<file path="src/rtl/xbar_serial_tx.sv">
// Per-port serial frame transmitter: sync header followed by SLOTS words, MSB-first,
// fed by a 2-entry valid/ready FIFO. Exports header_present, running_slot and underrun.
module xbar_serial_tx #(
  parameter int              SLOTS  = 8,
  parameter int              DATA_W = 8,
  parameter int              HDR_W  = 8,
  parameter logic [HDR_W-1:0] SYNC  = 8'hA5
) (
  input  logic                     clk,
  input  logic                     rst,
  input  logic                     enable,
  input  logic [DATA_W-1:0]        tx_data,
  input  logic                     tx_valid,
  output logic                     tx_ready,
  output logic                     serial_out,
  output logic                     header_present,
  output logic [$clog2(SLOTS)-1:0] running_slot,
  output logic                     underrun
);

  localparam int SW   = $clog2(SLOTS);
  localparam int SHW  = (HDR_W > DATA_W) ? HDR_W : DATA_W;
  localparam int CNTW = (SHW > 1) ? $clog2(SHW) : 1;

  localparam logic [1:0] S_IDLE = 2'd0;
  localparam logic [1:0] S_HDR  = 2'd1;
  localparam logic [1:0] S_SLOT = 2'd2;

  localparam logic [CNTW-1:0] CNT_ONE   = CNTW'(1);
  localparam logic [CNTW-1:0] HDR_LAST  = CNTW'(HDR_W - 1);
  localparam logic [CNTW-1:0] DATA_LAST = CNTW'(DATA_W - 1);
  localparam logic [SW-1:0]   SLOT_ONE  = SW'(1);
  localparam logic [SW-1:0]   SLOT_LAST = SW'(SLOTS - 1);
  // Header and data are left-aligned so the shift register MSB is always the line bit.
  localparam logic [SHW-1:0]  SYNC_AL   = SHW'(SYNC) << (SHW - HDR_W);

  logic [1:0]        state_q, state_d;
  logic [SHW-1:0]    shreg_q, shreg_d, shreg_n_s;
  logic [CNTW-1:0]   bit_cnt_q, bit_cnt_d;
  logic [SW-1:0]     slot_cnt_q, slot_cnt_d;
  logic              hdr_q, hdr_d;
  logic [SW-1:0]     rslot_q, rslot_d;
  logic              und_q, und_d;
  logic              load_s;

  logic [DATA_W-1:0] fifo_q [2];
  logic              rd_ptr_q, wr_ptr_q;
  logic [1:0]        count_q;
  logic              push_s, pop_s, empty_s, full_s;

  assign empty_s = (count_q == 2'd0);
  assign full_s  = (count_q == 2'd2);
  assign push_s  = tx_valid && !full_s;
  assign pop_s   = load_s && !empty_s;

  assign tx_ready       = !full_s;
  assign serial_out     = shreg_q[SHW-1];
  assign header_present = hdr_q;
  assign running_slot   = rslot_q;
  assign underrun       = und_q;

  always_comb begin
    state_d    = state_q;
    shreg_n_s  = shreg_q << 1;
    bit_cnt_d  = bit_cnt_q + CNT_ONE;
    slot_cnt_d = slot_cnt_q;
    hdr_d      = hdr_q;
    rslot_d    = rslot_q;
    load_s     = 1'b0;
    case (state_q)
      S_IDLE: begin
        bit_cnt_d = '0;
        rslot_d   = '0;
        if (enable) begin
          state_d   = S_HDR;
          shreg_n_s = SYNC_AL;
          hdr_d     = 1'b1;
        end else begin
          shreg_n_s = '0;
          hdr_d     = 1'b0;
        end
      end
      S_HDR: begin
        if (bit_cnt_q == HDR_LAST) begin
          state_d    = S_SLOT;
          bit_cnt_d  = '0;
          slot_cnt_d = '0;
          hdr_d      = 1'b0;
          rslot_d    = '0;
          load_s     = 1'b1;
        end else begin
          hdr_d = 1'b1;
        end
      end
      S_SLOT: begin
        if (bit_cnt_q == DATA_LAST) begin
          bit_cnt_d = '0;
          if (slot_cnt_q != SLOT_LAST) begin
            slot_cnt_d = slot_cnt_q + SLOT_ONE;
            rslot_d    = slot_cnt_q + SLOT_ONE;
            load_s     = 1'b1;
          end else if (enable) begin
            // Back-to-back frame: next header starts without an idle bit.
            state_d    = S_HDR;
            shreg_n_s  = SYNC_AL;
            slot_cnt_d = '0;
            rslot_d    = '0;
            hdr_d      = 1'b1;
          end else begin
            state_d    = S_IDLE;
            shreg_n_s  = '0;
            slot_cnt_d = '0;
            rslot_d    = '0;
          end
        end else begin
          rslot_d = slot_cnt_q;
        end
      end
      default: begin
        state_d    = S_IDLE;
        shreg_n_s  = '0;
        bit_cnt_d  = '0;
        slot_cnt_d = '0;
        hdr_d      = 1'b0;
        rslot_d    = '0;
      end
    endcase
  end

  always_comb begin
    if (load_s) begin
      shreg_d = empty_s ? '0 : (SHW'(fifo_q[rd_ptr_q]) << (SHW - DATA_W));
      und_d   = empty_s;
    end else begin
      shreg_d = shreg_n_s;
      und_d   = 1'b0;
    end
  end

  always_ff @(posedge clk or posedge rst) begin
    if (rst) begin
      state_q    <= S_IDLE;
      shreg_q    <= '0;
      bit_cnt_q  <= '0;
      slot_cnt_q <= '0;
      hdr_q      <= 1'b0;
      rslot_q    <= '0;
      und_q      <= 1'b0;
    end else begin
      state_q    <= state_d;
      shreg_q    <= shreg_d;
      bit_cnt_q  <= bit_cnt_d;
      slot_cnt_q <= slot_cnt_d;
      hdr_q      <= hdr_d;
      rslot_q    <= rslot_d;
      und_q      <= und_d;
    end
  end

  always_ff @(posedge clk or posedge rst) begin
    if (rst) begin
      fifo_q[0] <= '0;
      fifo_q[1] <= '0;
      rd_ptr_q  <= 1'b0;
      wr_ptr_q  <= 1'b0;
      count_q   <= 2'd0;
    end else begin
      if (push_s) begin
        fifo_q[wr_ptr_q] <= tx_data;
        wr_ptr_q         <= ~wr_ptr_q;
      end
      if (pop_s) begin
        rd_ptr_q <= ~rd_ptr_q;
      end
      case ({push_s, pop_s})
        2'b10:   count_q <= count_q + 2'd1;
        2'b01:   count_q <= count_q - 2'd1;
        default: count_q <= count_q;
      endcase
    end
  end

endmodule

</file>
<file path="config.mk">
export PLATFORM = sky130hd
export DESIGN_NAME = xbar_serial_tx
export DESIGN_NICKNAME = d
export VERILOG_FILES = /design/src/rtl/xbar_serial_tx.sv
export SDC_FILE = /design/constraint.sdc
export NUM_CORES = 1
export LEC_CHECK = 0
export BUFFER_PORTS_ARGS = -buffer_cell sky130_fd_sc_hd__buf_2
export CAP_MARGIN = 20
export CORE_MARGIN = 4
export CORE_UTILIZATION = 55
export DETAILED_ROUTE_END_ITERATION = 16
export GPL_TIMING_DRIVEN = 0
export PLACE_DENSITY = 0.71
export SETUP_SLACK_MARGIN = 0.2
export SYNTH_ARGS = -nofsm -noshare
export SYNTH_HDL_FRONTEND = slang
export SYNTH_SLANG_ARGS = --single-unit
</file>
<file path="constraint.sdc">
create_clock -name clk -period 2.6 [get_ports clk]
set_input_delay 0.52 -clock clk [delete_from_list [all_inputs] [get_ports clk]]
set_output_delay 0.52 -clock clk [all_outputs]
set_load 0.02 [all_outputs]
</file>
## Yosys cells after proc, flatten, opt, wreduce, memory -nomap -nowiden

Cells that the tools add are included.

| operators by class | value |
|---|---|
| add/sub/neg operators | 4 |
| multipliers | 0 |
| divide/modulo/power cells | 0 |
| $lt $le $gt $ge | 3 |
| equal/unequal tests | 12 |
| shift-type cells | 0 |
| muxes and demuxes | 37 |
| bitwise gates (word level) | 5 |
| reduce and logical (&&, ||, !) cells | 12 |

Operator list:

| cell | number |
|---|---|
| 2-to-1 mux 8 bit | 9 |
| one-hot mux 8 bit (3 select lines) | 1 |
| bitwise mux 16 bit | 1 |
| 2-to-1 mux 3 bit | 5 |
| 2-to-1 mux 1 bit | 10 |
| inequality test 2 bit, second input constant | 5 |
| one-hot mux 3 bit (3 select lines) | 1 |
| demux 8 bit (select 1 bit) | 1 |
| 2-to-1 mux 2 bit | 4 |
| adder 3 x 1 -> 3 bit, second input constant | 2 |
| == test 2 bit, second input constant | 3 |
| one-hot mux 2 bit (3 select lines) | 1 |
| one-hot mux 3 bit (2 select lines) | 1 |
| == test 2 x 1 -> 1 bit, second input constant | 2 |
| >= comparator 2 bit, second input constant | 2 |
| logical NOT 2 bit | 2 |
| inverter 1 -> 2 bit | 2 |
| one-hot mux 2 bit (2 select lines) | 1 |
| AND reduction 4 bit | 1 |
| == test 3 bit, second input constant | 1 |
| logical AND 1 bit | 3 |
| inequality test 3 bit, second input constant | 1 |
| inverter 1 bit | 3 |
| one-hot mux 1 bit (3 select lines) | 1 |
| other kinds (9) | 10 |

| storage, ports and cells | value |
|---|---|
| bits in registers | 41 |
| latch bits | 0 |
| bits in writable memories | 0 |
| memory bits (read-only) | 0 |
| input port bits | 12 |
| output and inout bits | 7 |
| logic and storage cells | 85 |
| memories | 0 |

## Depth between registers and ports, before layout

| depth | value |
|---|---|
| word-level depth | 7 |
| mapped depth | 9 |
| depth with buffers taken out | 9 |

## Least setup slack after synthesis

Ideal clock, no wire load.

| timing path | value |
|---|---|
| kind | reg-to-reg |
| start point | register state_q[0] |
| end point | register count_q[1] |
| setup time | 0.079 ns |
| data arrival time | 1.895 ns |
| data required time | 2.521 ns |
| slack | 0.626 ns |
| stages on the path, launching flop included | 9 |
| path buffers | 0 |
| period minus slack after synthesis | 1.974 ns |
| path through | dfrtp_1 inv_1 ha_1 and4b_4 a31oi_4 nor2_2 ha_1 nor2_1 xor2_1 |

| between the ends | value |
|---|---|
| word-level cells in the longest chain between the ends | 5 |
| elaborated cells between the ends (all ways) | 8 |
| classes of those cells | eq/ne (4); mux (2); reduce/logical (2) |

RTL lines:

| what | RTL line | RTL |
|---|---|---|
| start, declared | 37 | `logic [1:0] state_q, state_d;` |
| start signal, assigned | 150 | `state_q <= state_d;` |
| == test 2 bit / == test 2 x 1 -> 1 bit (equally long branches) | 70 | `case (state_q)` |
| one-hot mux 1 bit (2 select lines) (*) | 70 |  |
| logical AND 1 bit (*) | 54 | `assign pop_s = load_s && !empty_s;` |
| named net pop_s | 49 | `logic push_s, pop_s, empty_s, full_s;` |
| == test 2 x 1 -> 1 bit / == test 2 bit (equally long branches) | 175 | `case ({push_s, pop_s})` |
| one-hot mux 2 bit (2 select lines) / nonzero test 2 bit (equally long branches) | - |  |
| end signal, assigned | 176 | `2'b10: count_q <= count_q + 2'd1;` |
| end signal, assigned | 177 | `2'b01: count_q <= count_q - 2'd1;` |
| end signal, assigned | 178 | `default: count_q <= count_q;` |
| end, declared | 48 | `logic [1:0] count_q;` |

Mark *: on every way through the listed nets, which the timed path passes. The rest lies on a longest branch.
A chain may end at the register's enable or synchronous reset.

## Worst setup path in the final report

Ends and elaborated chain as after synthesis.

==> results.yml <==
synthesis:
  ys.flop_type: "dfrtp_1"
  synth_mux_area_share_pct: 15.1
  synth_area_sq_mm: 0.00198
  syn_inst: 154
  ys_ff_latch: 41
  synth_edf_count: 0
  ys_warn_count: 0
  synthXorXnorAreaFrac_pct: 2.21
  yosysSeqAreaShare_pct: 51.7
  synthArstFlopShare_pct: 100
  synth_fa_ha_area_share_pct: 6.94
  synth_simple_gate_area_share_pct: 9.27
  syn_area_per_cell_sq_um: 12.9
  synth_cell_type_count: 34
  syn-num-nets: 177
  synth_top_family_by_area: "multiplexers"
  synth_compound_area_share_pct: 11.9
cts:
  h-tree-depth: 2
  holdBufCountCts: 0
  ctsResizeCount: 0
  clock-root-buffer: "clkbuf_4"
  clock_tree.buffer_depth: 2
  clkTransAtPathRegs_ns: 0.12
  clock_latency_ns: 0.34
  cts_buffers: 5
  tritoncts: "done"
  post-cts-setup-buffer-count: 0
  clock-sinks: 41
timing:
  fin_setup_tns_ns: 0
  relSlewSlack_pct: 45.9
  worst_pin_slew_ns: 0.810
  setup_violations: 0
  setup_slack_ns: 0.388
  fmax_mhz: 452
  final_max_slew_viol_count: 0
  clock_skew_ns: 0.0109
  hold_slack_ns: 0.319
  finalHoldViolCount: 0
  fin_crit_ns: 2.21
  fin_crit_sh_pct: 85.1
  grt_setup_unrepaired: "false"
worst_setup_path:
  worstPathRequired_ns: 2.87
  worst_path_most_repeated_cell: "ha_1"
  cp_slowest_stage_delay_ns: 0.43
  reg2regPathDepth: 8
  crit_family: "adder cells"
  critical_path.startpoint_type: "register"
  cp.buffers_inverters: 1
  crit_path_top_delay_cell: "dfrtp_1"
  critPathArrivalTime_ns: 2.48
  r2r_start: "state_q[0]"
  cp-end-kind: "register"
  crit_type: "register to register"
  reg2reg_setup_slack_ns: 0.39
  cp_cell_sequence: "inv_1 -> ha_1 -> and4b_4 -> a31oi_4 -> nor2_2 -> ha_1 -> nor2_1 -> xor2_1"
  rr_endpoint: "count_q[1]"
  crit_fanout: 8
cells_and_area:
  final_cell_mix: "dfrtp_1 (41), mux2_2 (23), buf_2 (19)"
  area_delta_synth_final_pct: 10.2
  diodes: 0
  drive_above_1_share_pct: 37.2
  final_common_cell: "dfrtp_1"
  fillCellCount: 286
  final_nets: 202
drt:
  routed_wl_microns: 3460
  vias: 1253
  wl_per_cell_microns: 15.3
  antenna_left: 0
  firstDrtPassIters: 4
  drc_errors: 0
  vias_per_cell: 5.54
  drtIter0Drc: 32
die:
  rows: 21
  start_util_pct: 58.1
  die_h_microns: 68.1
  ios: 19
  dieArea_sq_mm: 0.00463
  die_w_microns: 68.1
  core_area_sq_mm: 0.00342
global_route:
  grt_pass1_wl_microns: 5890
  grt_pass1_vias: 1280
  grt_max_degree: 42
  grt.overflow.total: 0
  antenna_found_initial: 0
  grt_use_total_pct: 17.4
pwr:
  clkPwrFrac_pct: 13.1
  powerDensity_mw_per_mm2: 1050
  p_sw_share_pct: 36.2
  p_leak_nw: 1.01
  internal_power_mw: 1.47
  p_comb_share_pct: 42.4
  switchingPower_uw: 831
  power_frac_seq_pct: 44.5
  peakVddDrop_v: 0.000624
place:
  dpl.hpwl_microns: 2570
  finalWeightedCongestion: 0.844
  pre_cts_slack_ns: 0.395
  io_buffers: 18
job:
  maxCapViolCount: 0
worst_hold_path:
  hp-class: "input port to asynchronous set/reset pin"
status:
  status: "completed"
## stage by stage
step | std cells | total power, mW | utilization, % | instance area [sq um]
global placement | 218 | 1.96 | 62.4 | 2130
global route | 226 | 2.48 | 64.0 | 2190
detailed placement | 218 | 2.02 | 62.4 | 2130
floorplan | 154 | 1.79 | - | 1980
CTS | 226 | 2.33 | 64.0 | 2190
finish | 226 | 2.30 | 64.0 | 2190
## cell usage after synthesis (2+ instances only)
cell type,n,area [sq um]
nand2b_1,2,12.5
nor2_1,7,26.3
xnor2_1,3,26.3
nand2_1,8,30.0
mux2i_1,4,40.0
xor2_1,2,17.5
mux2_2,23,259
buf_6,2,22.5
dfrtp_1,41,1030
inv_1,6,22.5
o21ai_0,5,25.0
and2_2,2,15.0
a32o_1,5,50.1
a221oi_1,3,26.3
a21oi_1,9,45.0
ha_1,11,138
o32ai_1,4,35.0
## flip-flops by register name, summed over array words and instances (netlist names)
name	count
bit_cnt_q	3
count_q	2
fifo_q	16
header_present	1
rd_ptr_q	1
running_slot	3
shreg_q	8
slot_cnt_q	3
state_q	2
underrun	1
wr_ptr_q	1
## cells by family (layout without fill, tap and decap cells)
group / Yosys count / in the layout
AO/OA/AOI/OAI: 30 / 30
multiplexers: 27 / 27
XOR/XNOR: 5 / 5
AND/OR/NAND/NOR: 30 / 30
flip-flops: 41 / 41
adder cells (fa/ha/maj): 11 / 11
buffers and inverters: 10 / 36
## cell type report
class                   instances  area (sq um)  area share (%)
well taps                      46          57.6            2.63
clock buffers                   5          37.5            1.72
clock inverters                 3          17.5           0.801
flip-flops and latches         41          1030            46.9
inverters                       6          22.5            1.03
repair buffers                 18          90.1            4.12
plain buffers                   4          35.0            1.60
multi-input cells             103           901            41.2
## power groups by stage
stage               logic [mW]  registers (mW)  clock network, mW
global route              1.08            1.05              0.349
floorplan                0.769            1.02                  0
CTS                      0.985            1.02              0.321
detailed placement       0.980            1.04                  0
finish                   0.974            1.02              0.301
global placement         0.941            1.02                  0
## how the worst max path moves through the flow
stage	startpoint	to	slack [ns]	cells after the start
after floorplan	state_q[0]	count_q[1]	0.63	8
after global placement	state_q[0]	count_q[1]	0.50	8
after detailed placement	state_q[0]	count_q[1]	0.40	8
after CTS	state_q[0]	count_q[1]	0.35	8
after global routing	state_q[0]	count_q[1]	0.27	9
final	state_q[0]	count_q[1]	0.39	8
## metal layers
layer | vias up | GRT usage (%) | wire length (microns)
li1 | 605 | - | -
met5 | - | 0 | 0
met1 | 617 | 22.4 | 1570
met3 | 6 | 3.94 | 126
met4 | 0 | 7.69 | 67
met2 | 25 | 28.2 | 1700
Power figures use the tool's default switching activity.
